--- src/rtl/tetris_input_sched.sv ---
// Input scheduler for the tetris grid: debounces the buttons, turns the joystick into
// left/right with auto-repeat, times gravity from the level and issues one move at a time.
module tetris_input_sched #(
  parameter int unsigned DEBOUNCE_CYC  = 500_000,
  parameter int unsigned DAS_DELAY     = 8_000_000,
  parameter int unsigned DAS_REPEAT    = 2_000_000,
  parameter int unsigned GRAV_BASE     = 40_000_000,
  parameter int unsigned GRAV_STEP     = 3_000_000,
  parameter int unsigned GRAV_MIN      = 4_000_000,
  parameter int unsigned SOFT_DROP     = 8_000_000,
  parameter int unsigned ADC_LO        = 1024,
  parameter int unsigned ADC_HI        = 3072,
  parameter int unsigned LINES_PER_LVL = 10
) (
  input  logic        clk,
  input  logic        reset,
  input  logic        enable,
  input  logic [11:0] adc_x,
  input  logic        rotate_btn,
  input  logic        drop_btn,
  input  logic        row_cleared,
  input  logic        cmd_ready,
  output logic        cmd_valid,
  output logic [1:0]  cmd,
  output logic [3:0]  level,
  output logic [7:0]  lines
);

  // state   | meaning
  // S_IDLE  | game stopped, counters and pending flags held at 0
  // S_RUN   | collecting events, picks the highest-priority pending move
  // S_ISSUE | cmd_valid high, cmd held until the grid takes it
  typedef enum logic [1:0] {S_IDLE, S_RUN, S_ISSUE} state_t;

  localparam logic [1:0] DIR_NONE = 2'd0;
  localparam logic [1:0] DIR_L    = 2'd1;
  localparam logic [1:0] DIR_R    = 2'd2;

  state_t      state;
  logic [1:0]  rot_sync, drop_sync;
  logic        rot_deb, drop_deb, rot_deb_q;
  logic [31:0] rot_db_cnt, drop_db_cnt;
  logic [1:0]  dir, dir_q;
  logic [31:0] das_cnt, grav_cnt, grav_p, lvl_red, sub_cnt;
  logic [3:0]  pend, pend_n;
  logic        lr_new, lr_ev, ev_l, ev_r, rot_ev, ev_dn, hs;

  // debounce counters count down the remaining stable cycles; reload whenever input matches
  always_ff @(posedge clk) begin
    if (reset) begin
      rot_sync    <= '0;
      drop_sync   <= '0;
      rot_deb     <= 1'b0;
      drop_deb    <= 1'b0;
      rot_deb_q   <= 1'b0;
      rot_db_cnt  <= '0;
      drop_db_cnt <= '0;
    end else begin
      rot_sync  <= {rot_sync[0], rotate_btn};
      drop_sync <= {drop_sync[0], drop_btn};
      rot_deb_q <= rot_deb;
      if (rot_sync[1] == rot_deb) rot_db_cnt <= DEBOUNCE_CYC - 1;
      else if (rot_db_cnt == 0) begin
        rot_deb    <= rot_sync[1];
        rot_db_cnt <= DEBOUNCE_CYC - 1;
      end else rot_db_cnt <= rot_db_cnt - 1;
      if (drop_sync[1] == drop_deb) drop_db_cnt <= DEBOUNCE_CYC - 1;
      else if (drop_db_cnt == 0) begin
        drop_deb    <= drop_sync[1];
        drop_db_cnt <= DEBOUNCE_CYC - 1;
      end else drop_db_cnt <= drop_db_cnt - 1;
    end
  end

  always_comb begin
    dir = DIR_NONE;
    if (32'(adc_x) < ADC_LO)      dir = DIR_L;
    else if (32'(adc_x) > ADC_HI) dir = DIR_R;
  end

  assign lr_new = (dir != DIR_NONE) && (dir != dir_q);
  assign lr_ev  = lr_new || ((dir != DIR_NONE) && (das_cnt == 0));
  assign ev_l   = lr_ev && (dir == DIR_L);
  assign ev_r   = lr_ev && (dir == DIR_R);
  assign rot_ev = rot_deb && !rot_deb_q;

  always_ff @(posedge clk) begin
    if (reset || state == S_IDLE) begin
      dir_q   <= DIR_NONE;
      das_cnt <= '0;
    end else begin
      dir_q <= dir;
      if (lr_new)                das_cnt <= DAS_DELAY - 1;
      else if (dir == DIR_NONE)  das_cnt <= '0;
      else if (das_cnt == 0)     das_cnt <= DAS_REPEAT - 1;
      else                       das_cnt <= das_cnt - 1;
    end
  end

  // subtract only when it cannot drop below the floor, so the period never underflows
  assign lvl_red = 32'(level) * GRAV_STEP;
  always_comb begin
    grav_p = GRAV_MIN;
    if (GRAV_BASE > lvl_red && (GRAV_BASE - lvl_red) > GRAV_MIN) grav_p = GRAV_BASE - lvl_red;
    if (drop_deb && SOFT_DROP < grav_p) grav_p = SOFT_DROP;
  end

  assign ev_dn = (state != S_IDLE) && (grav_cnt >= grav_p - 1);

  always_ff @(posedge clk) begin
    if (reset || state == S_IDLE) grav_cnt <= '0;
    else if (ev_dn)               grav_cnt <= '0;
    else                          grav_cnt <= grav_cnt + 1;
  end

  // pend bit index equals the command code it requests
  assign hs = (state == S_ISSUE) && cmd_valid && cmd_ready;
  always_comb begin
    pend_n = pend;
    if (hs) pend_n[cmd] = 1'b0;
    if (ev_l) begin
      pend_n[0] = 1'b1;
      pend_n[1] = 1'b0;
    end
    if (ev_r) begin
      pend_n[1] = 1'b1;
      pend_n[0] = 1'b0;
    end
    if (rot_ev) pend_n[2] = 1'b1;
    if (ev_dn)  pend_n[3] = 1'b1;
  end

  always_ff @(posedge clk) begin
    if (reset) begin
      state     <= S_IDLE;
      cmd_valid <= 1'b0;
      cmd       <= 2'd0;
      pend      <= '0;
    end else if (!enable) begin
      state     <= S_IDLE;
      cmd_valid <= 1'b0;
      pend      <= '0;
    end else begin
      case (state)
        S_IDLE: state <= S_RUN;
        S_RUN: begin
          pend <= pend_n;
          if (|pend) begin
            if (pend[3])      cmd <= 2'd3;
            else if (pend[2]) cmd <= 2'd2;
            else if (pend[1]) cmd <= 2'd1;
            else              cmd <= 2'd0;
            cmd_valid <= 1'b1;
            state     <= S_ISSUE;
          end
        end
        S_ISSUE: begin
          pend <= pend_n;
          if (cmd_ready) begin
            cmd_valid <= 1'b0;
            state     <= S_RUN;
          end
        end
        default: state <= S_IDLE;
      endcase
    end
  end

  always_ff @(posedge clk) begin
    if (reset) begin
      lines   <= '0;
      level   <= '0;
      sub_cnt <= '0;
    end else if (row_cleared) begin
      if (lines != 8'd255) lines <= lines + 8'd1;
      if (sub_cnt == LINES_PER_LVL - 1) begin
        sub_cnt <= '0;
        if (level != 4'd9) level <= level + 4'd1;
      end else sub_cnt <= sub_cnt + 1;
    end
  end

endmodule

--- config.mk ---
export PLATFORM = sky130hd
export DESIGN_NAME = tetris_input_sched
export DESIGN_NICKNAME = d
export VERILOG_FILES = /design/src/rtl/tetris_input_sched.sv
export SDC_FILE = /design/constraint.sdc
export NUM_CORES = 1
export LEC_CHECK = 0
export ABC_AREA = 1
export ABC_CLOCK_PERIOD_IN_PS = 11600
export BUFFER_PORTS_ARGS = -buffer_cell sky130_fd_sc_hd__clkbuf_2
export CAP_MARGIN = 15
export CORE_MARGIN = 1.5
export CORE_UTILIZATION = 55
export CTS_CLUSTER_DIAMETER = 150
export DETAILED_ROUTE_END_ITERATION = 10
export PLACE_DENSITY = 0.73
export SETUP_SLACK_MARGIN = 0.1
export SLEW_MARGIN = 20
export SYNTH_ARGS = -nofsm -noshare
export SYNTH_HDL_FRONTEND = slang
export SYNTH_SLANG_ARGS = --single-unit
export TNS_END_PERCENT = 50
--- constraint.sdc ---
create_clock -name clk -period 11.6 [get_ports clk]
set_input_delay 2.9 -clock clk [delete_from_list [all_inputs] [get_ports clk]]
set_output_delay 2.9 -clock clk [all_outputs]
set_load 0.1 [all_outputs]
; ---- Yosys cells after proc, flatten, opt, wreduce, memory -nomap -nowiden
; Cells that the tools add are included.
[word_totals]
word_cells = 129
input_bits = 19
ff_bits = 190
[op_classes]
magnitude_cmp = 8
reduce_logical = 43
add_sub_neg = 9
mul = 1
n_eq_ne = 12
muxes = 28
bitwise = 5
[op_table]
columns = cell, n
row1 = "subtractor 32 x 1 -> 32 bit, second input constant", 4
row2 = logical NOT 32 bit, 3
row3 = two-way mux 32 bit, 3
row4 = two-way mux 19 bit, 4
row5 = two-way mux 23 bit, 3
row6 = "adder 32 x 1 -> 32 bit, second input constant", 2
row7 = "== test 32 x 4 -> 1 bit, second input constant", 1
row8 = greater-or-equal comparator 32 bit, 1
row9 = "greater-than comparator 32 x 22 -> 1 bit, second input constant", 1
row10 = "less-than comparator 23 x 32 -> 1 bit, first input constant", 1
row11 = "subtractor 26 x 26 -> 27 bit, first input constant", 1
row12 = "greater-than comparator 26 bit, first input constant", 1
row13 = "multiplier 4 x 16 -> 20 bit, second input constant", 1
row14 = two-way mux 2 bit, 8
row15 = AND reduction 2 bit, 7
row16 = "greater-than comparator 12 bit, second input constant", 1
row17 = "less-than comparator 12 x 11 -> 1 bit, second input constant", 1
row18 = logical AND 1 bit, 11
row19 = nonzero test 2 bit, 5
row20 = AND reduction 3 bit, 3
row21 = OR reduction 3 bit, 3
row22 = "adder 8 x 1 -> 8 bit, second input constant", 1
row23 = "!= test 8 bit, second input constant", 1
row24 = OR reduction 4 bit, 2
row25 = 22 further kinds, 37

; ---- Logic depth before layout (Yosys ltp)
; Gate-level depths: netlist of the first run.
[depth]
word_depth = 13
ltp_mapped = 54

; ---- Least setup slack after synthesis of the first run
; OpenSTA, ideal clock, no wires.
[synth_path]
kind = register to register
startpoint = register level[2]
endpoint = register grav_cnt[25]
n_path_buf = 4
path_slack_ns = 4.246
synth_period_minus_slack_ns = 7.354
required_time_ns = 11.484
setup_time_ns = 0.116
stages_incl_launch_ff = 43
arrival_time_ns = 7.238
path_cell_list = dfxtp_1 -> inv_1 -> ha_1 -> fa_1 -> inv_1 -> ha_1 -> nand2_1 -> inv_1 -> a21oi_1 -> nand3_1 -> nand2_1 -> inv_1 -> o21bai_1 -> nand2_1 -> nor2_2 -> nand3_1 -> nand2_1 -> nor2_1 -> (+7 left out) -> buf_2 -> nand2_1 -> nor2_1 -> inv_1 -> ha_1 -> nand2_1 -> nor2_1 -> nand2_2 -> xor2_1 -> ha_1 -> nand4_1 -> o41ai_1 -> a41oi_1 -> o41ai_1 -> or2_2 -> clkbuf_1 -> clkbuf_1 -> and3b_1
[synth_between]
elab_chain_len = 12
word_cells_on_any_way = 13
[synth_rtl]
columns = item, line_no
row1 = start: declaration, 25  ; output logic [3:0] level,
row2 = start signal: assignment, 178  ; if (level != 4'd9) level <= level + 4'd1;
row3 = multiplier 4 x 16 -> 20 bit (*), 101  ; assign lvl_red = 32'(level) * GRAV_STEP;
row4 = subtractor 26 x 26 -> 27 bit, 104  ; if (GRAV_BASE > lvl_red && (GRAV_BASE - lvl_red) > GRAV_MIN) grav_p = GRAV_BASE - lvl_red;
row5 = greater-than comparator 32 x 22 -> 1 bit, 104
row6 = logical AND 1 bit, 104
row7 = two-way mux 32 bit (*), 104
row8 = less-than comparator 23 x 32 -> 1 bit, 105  ; if (drop_deb && SOFT_DROP < grav_p) grav_p = SOFT_DROP;
row9 = logical AND 1 bit, 105
row10 = two-way mux 32 bit (*), 105
row11 = subtractor 32 x 1 -> 32 bit (*), 108  ; assign ev_dn = (state != S_IDLE) && (grav_cnt >= grav_p - 1);
row12 = greater-or-equal comparator 32 bit (*), 108
row13 = logical AND 1 bit (*), 108
row14 = OR reduction 2 bit (no line) (*), --
row15 = end signal: assignment, 113  ; else grav_cnt <= grav_cnt + 1;
row16 = end: declaration, 44  ; logic [31:0] das_cnt, grav_cnt, grav_p, lvl_red, sub_cnt;
; Every way passes the cells marked *; elsewhere a longest branch is shown, timed or not.
; A chain may end at the register's enable or synchronous reset.

; ---- Worst setup path in the final report of the first run
[layout_path]
startpoint = register level[0]
endpoint = register grav_cnt[22]
; The elaborated chain is that of the path after synthesis.

==> impl_metrics.ini, run 1 <==
[outcome]
status = complete, no violations

[place]
portBuffers = 33
placed_cells = 2113
place_congestion = 0.959
post_dp_cell_area_um2 = 12600
hpwl_mm = 21.0

[cts]
cts_inserted_buffers = 17
cts-root-buf = clkbuf_16
htree_levels = 4
clock_latency_ns = 0.44
clk_pin_slew_ns = 0.08
cts_hold_repair.buffers = 0
clockBufferDepth = 2
post_cts_resized = 0
cts_setup_buffers = 0
cts_tree = yes
clock-sinks = 190

[floorplanning]
coreArea_um2 = 21800
core.rowCount = 54
die_area_um2 = 23100
die_w_um = 152
ios = 34
initial_core_util_pct = 56.0
die_h_um = 152

[worst_hold_path]
holdCritPathClass = reg2reg

[critical_path]
rrSetupSlack_ns = 3.51
cp_num_buf_inv = 5
path_class = reg2reg
crit_fanout = 39
start_kind = flip-flop
max_stage_delay_ns = 0.60
cp_top_family = simple AND/OR/NAND/NOR gates
required_ns = 11.94
cp.arrival_ns = 8.42
crit_top_cell = nand2_1
cpMaxStageDelayCell = dfxtp_1
end_kind = flip-flop

[routing]
drt-pass1-iter-count = 5
vias = 11330
wl_per_cell_um = 12.7
drt_iter0_markers = 657
ant_nets = 0
drc = 0
vias_per_cell = 5.28
wirelength_mm = 27.3

[global_routing]
grt_util_all_layers_pct = 24.2
grt_pass1_wl_mm = 47.4
grt_max_degree = 40
grt_overflow = 0
grt_pass1_vias = 10589
grt_antenna_before_repair = 0

[sta]
hold_viol_final = 0
period_needed_ns = 8.09
hold_ws_ns = 0.410
fin_skew_ns = 0.0146
fin_crit_sh_pct = 69.7
slew_headroom_pct = 44.4
rsz0062_at_grt = no
drv_slew = 0
tns_ns = 0
finalSetupViolCount = 0
worst_pin_slew_ns = 0.831
max_freq_ghz = 0.124

[yosys]
synthesis.area_um2 = 12200
yosys_warnings = 0
synth_edf_count = 0
syn-num-nets = 1916
seq_area_frac_synth_pct = 31.1
synth_flop_cell = dfxtp_1
synthDominantCellAreaShare_pct = 31.1
async_flop_share_pct = 0
ys_seq_elements = 190
synth.distinct_cells = 55
yosys.area.top_type = dfxtp_1
synth.area.top_cells = dfxtp_1 (31%), nand2_1 (11%), nor2_1 (8.6%), inv_1 (8.0%), ha_1 (6.9%)
synth_cells = 1826
syn_area_per_cell_um2 = 6.69

[finish]
final_cells = 2145
final_common_cell = nand2_1
layout_common_cells = nand2_1 (363), nor2_1 (280), inv_1 (261), dfxtp_1 (190)
nets = 1942
syn_to_final_growth_pct = 8.23
n_antenna_cell = 0
drive_gt1_share_pct = 7.77
fin_area_um2 = 13200

[power_and_ir_drop]
ir_drop_mv = 0.0856
p_leak_nw = 6.05
p_per_area_nw_per_um2 = 109

[job]
maxCapViolations = 0
where the power goes:
| part | switching (mW) | leakage [nW] | internal (mW) |
|---|---|---|---|
| logic | 0.0922 | 4.21 | 0.0518 |
| registers | 0.0125 | 1.54 | 0.665 |
| clock network | 0.298 | 0.299 | 0.316 |
| total | 0.403 | 6.05 | 1.03 |
final timing paths:
kind | end | startpoint | cells past startpoint
setup / recovery | grav_cnt[22] | level[0] | 39
hold reg to reg | rot_sync[1] | rot_sync[0] | 2
setup reg to reg | grav_cnt[22] | level[0] | 39
hold / removal | rot_sync[1] | rot_sync[0] | 2
per-stage QoR:
stage | setup WS, ns | power [mW] | utilization [%]
finish | 3.51 | 1.44 | 60.6
global route | 2.68 | 1.50 | 60.6
CTS | 3.52 | 1.45 | 60.6
detailed placement | 3.53 | 0.836 | 57.8
global placement | 3.77 | 0.834 | 57.8
floorplan | 4.25 | 0.806 | -
registers in the layout, indices dropped and copies added (netlist names):
name / count
cmd: 2
cmd_valid: 1
das_cnt: 32
dir_q: 2
drop_db_cnt: 32
drop_deb: 1
drop_sync: 2
grav_cnt: 32
level: 4
lines: 8
pend: 4
rot_db_cnt: 32
rot_deb: 1
rot_deb_q: 1
rot_sync: 2
state: 2
sub_cnt: 32
kinds of logic (layout without fill, tap and decap cells):
group	count (synthesis)	count (layout)	synth area share, %
buffers and inverters	298	337	9.40
DFF	190	190	31.1
adders and majority gates	71	71	7.52
and+or+nand+nor	982	982	36.5
xor gates and xnor gates	90	90	6.57
AOI/OAI and AO/OA	195	195	8.92
per-layer routing:
metal	routed length (um)	global-route usage, %
met4	536	7.12
met1	13000	31.1
met2	12700	41.3
met3	1080	4.28
met5	0	0
cells in the mapped netlist (all sizes together), types with 3 or more instances:
cell    number
nand2      388
nor2       294
inv        270
dfxtp      190
nand3       92
a21oi       88
nor3        71
ha          67
o21ai       67
xor2        53
nand4       50
xnor2       37
nor4        29
clkbuf      17
or2         17
nor3b       15
buf         10
nand3b       9
a31oi        7
a211oi       6
o21a         6
and2         5
and3         5
and3b        4
fa           4
a221oi       3
or3          3
cell type report:
class,instances,area [um2]
clock inverter,14,175
clock buffer,18,439
timing repair buffer,34,173
multi-input combinational,1338,7270
fill,2066,8600
inverter,271,1020
tap,280,350
sequential,190,3800
worst reg2reg max path: cells and delay by family (launching register included):
| kind | cells | cell delay (ns) |
|---|---|---|
| fa+ha+maj | 4 | 1.41 |
| xor+xnor | 1 | 0.16 |
| simple gates | 24 | 3.80 |
| flops | 1 | 0.60 |
| compound gates | 5 | 1.48 |
| buf+inv | 5 | 0.53 |
Note: power is estimated with default switching activity, not from simulation.
==> run 2: changes to the inputs <==
Settings changed: ABC_CLOCK_PERIOD_IN_PS 11600 to 7400, PLACE_DENSITY 0.73 to 0.75.
Clock period 11.6 ns to 7.4 ns, I/O delays scaled along.
==> run 2 against run 1 <==
  * Via count increased by 0.78%
  * Global-route usage decreased by 0.23 points
  * Combinational power rose by 61%
  * Clock skew up 0.0011 ns
  * Sequential share of layout area down 0.67 points
  * Critical path depth down 1
  * Clock power grew 61%
  * Die area did not move
  * Total power grew 59%
  * Largest cell class unchanged
==> impl_metrics.ini, run 2 (synthesis gave the netlist of run 1 again) <==
[outcome]
status = complete, no violations

[power_and_ir_drop]
p_leak_nw = 6.15
p_per_area_nw_per_um2 = 168
sequentialPowerShare_pct = 46.6
switching_power_mw = 0.631
sw_frac_of_total_pct = 27.7
ir_drop_mv = 0.122
internal_power_mw = 1.65
combPwrFrac_pct = 10.2
p_clk_share_pct = 43.3

[global_routing]
grt_util_all_layers_pct = 23.9
grt_antenna_before_repair = 0
grt_pass1_wl_mm = 47.7
grt_overflow = 0
grt_max_degree = 34
grt_pass1_vias = 10931

[critical_path]
cp_top_family = simple AND/OR/NAND/NOR gates
max_stage_delay_ns = 0.55
cp.depth = 38
reg2reg_depth = 38
cp.arrival_ns = 7.12
required_ns = 7.75
end_kind = flip-flop
reg2reg_from = level[1]
start_kind = flip-flop
cpMaxStageDelayCell = fa_1
path_class = reg2reg
startpoint = level[1]
crit_fanout = 19
crit_top_cell = nand2_2
cp_num_buf_inv = 2

[routing]
met2WireLength_mm = 12.8
vias_per_cell = 5.30
drt-pass1-iter-count = 6
wirelength_mm = 27.3
wl_met1_mm = 12.9
wl_per_cell_um = 12.7
ant_nets = 0
drt_iter0_markers = 641
met3_wirelength_mm = 1.02
drc = 0
vias = 11418
top_layer = met4

[place]
place_congestion = 0.897
post_dp_cell_area_um2 = 12700
portBuffers = 33
place_ws_ns = 0.227
hpwl_mm = 20.8

[finish]
fin_area_um2 = 13600
utilization_pct = 62.1
num-fill-cells = 1965
drive_gt1_share_pct = 10.3
layout_common_cells = nand2_1 (355), nor2_1 (276), inv_1 (260), dfxtp_1 (187), nand3_1 (85)
nets = 1953
n_antenna_cell = 0
final_common_cell = nand2_1
syn_to_final_growth_pct = 11.0

[worst_hold_path]
hp-start = rot_sync[0]
min_path_cells = 2
holdCritPathClass = reg2reg

[sta]
max_freq_ghz = 0.148
finalSetupViolCount = 0
drv_slew = 0
fin_skew_ns = 0.0157
worst_pin_slew_ns = 0.896
period_needed_ns = 6.77
hold_viol_final = 0
tns_ns = 0
slew_headroom_pct = 40.2
fin_crit_sh_pct = 91.5
setup_ws_ns = 0.629

[floorplanning]
die_w_um = 152
die_h_um = 152
core.rowCount = 54
initial_core_util_pct = 56.0
coreArea_um2 = 21800
die_area_um2 = 23100
ios = 34

[cts]
htree_levels = 4
cts-root-buf = clkbuf_16
clk_pin_slew_ns = 0.08
clock_latency_ns = 0.44
cts_tree = yes
clock-sinks = 190
clockBufferDepth = 2
cts_hold_repair.buffers = 0
cts_inserted_buffers = 17

[job]
maxCapViolations = 0
## run 2: worst min-delay path, cell delays in order (launching register included)
cell     delay (ns)
dfxtp_1        0.30
inv_1          0.04
nor2_1         0.03
## run 2: final cells by class
class | instances | area [um2] | share of cell area [%]
Multi-Input combinational cell | 1338 | 7480 | 55.1
Clock inverter | 15 | 215 | 1.59
Inverter | 271 | 1020 | 7.50
Tap cell | 280 | 350 | 2.58
Sequential cell | 190 | 3810 | 28.1
Clock buffer | 17 | 425 | 3.14
Timing Repair Buffer | 45 | 268 | 1.97
## run 2: final timing paths
| kind | to | slack, ns |
|---|---|---|
| worst min register to register | rot_sync[1] | 0.41 |
| worst max register to register | grav_cnt[4] | 0.63 |
| worst max-delay path | grav_cnt[4] | 0.63 |
| worst min-delay path | rot_sync[1] | 0.41 |
## run 2: power by group through the flow
stage	clock, mW	combinational, mW	sequential [mW]
6_report	0.987	0.232	1.06
5_1_grt	1.04	0.266	1.06
4_1_cts	1.00	0.232	1.06
3_5_place_dp	0	0.230	1.09
3_3_place_gp	0	0.225	1.08
2_1_floorplan	0	0.173	1.09
## run 2: repair_timing
item | CTS | global route
endpoints found under the setup margin | 0 | 33
gates resized for setup | 0 | 52
setup buffers | 0 | 5
## run 2: stage by stage
step	power (mW)	std cells	hold WS, ns
final	2.28	2156	0.406
after global routing	2.37	2156	0.433
after CTS	2.30	2151	0.409
after detailed placement	1.31	2119	0.399
after global placement	1.31	2119	0.394
after floorplan	1.26	1826	0.388
## run 2: metal layers
metal,global-route usage (%),vias to the layer above
li1,-,5969
met1,30.8,5194
met2,41.6,208
met3,3.17,47
met4,7.49,0
met5,0,-
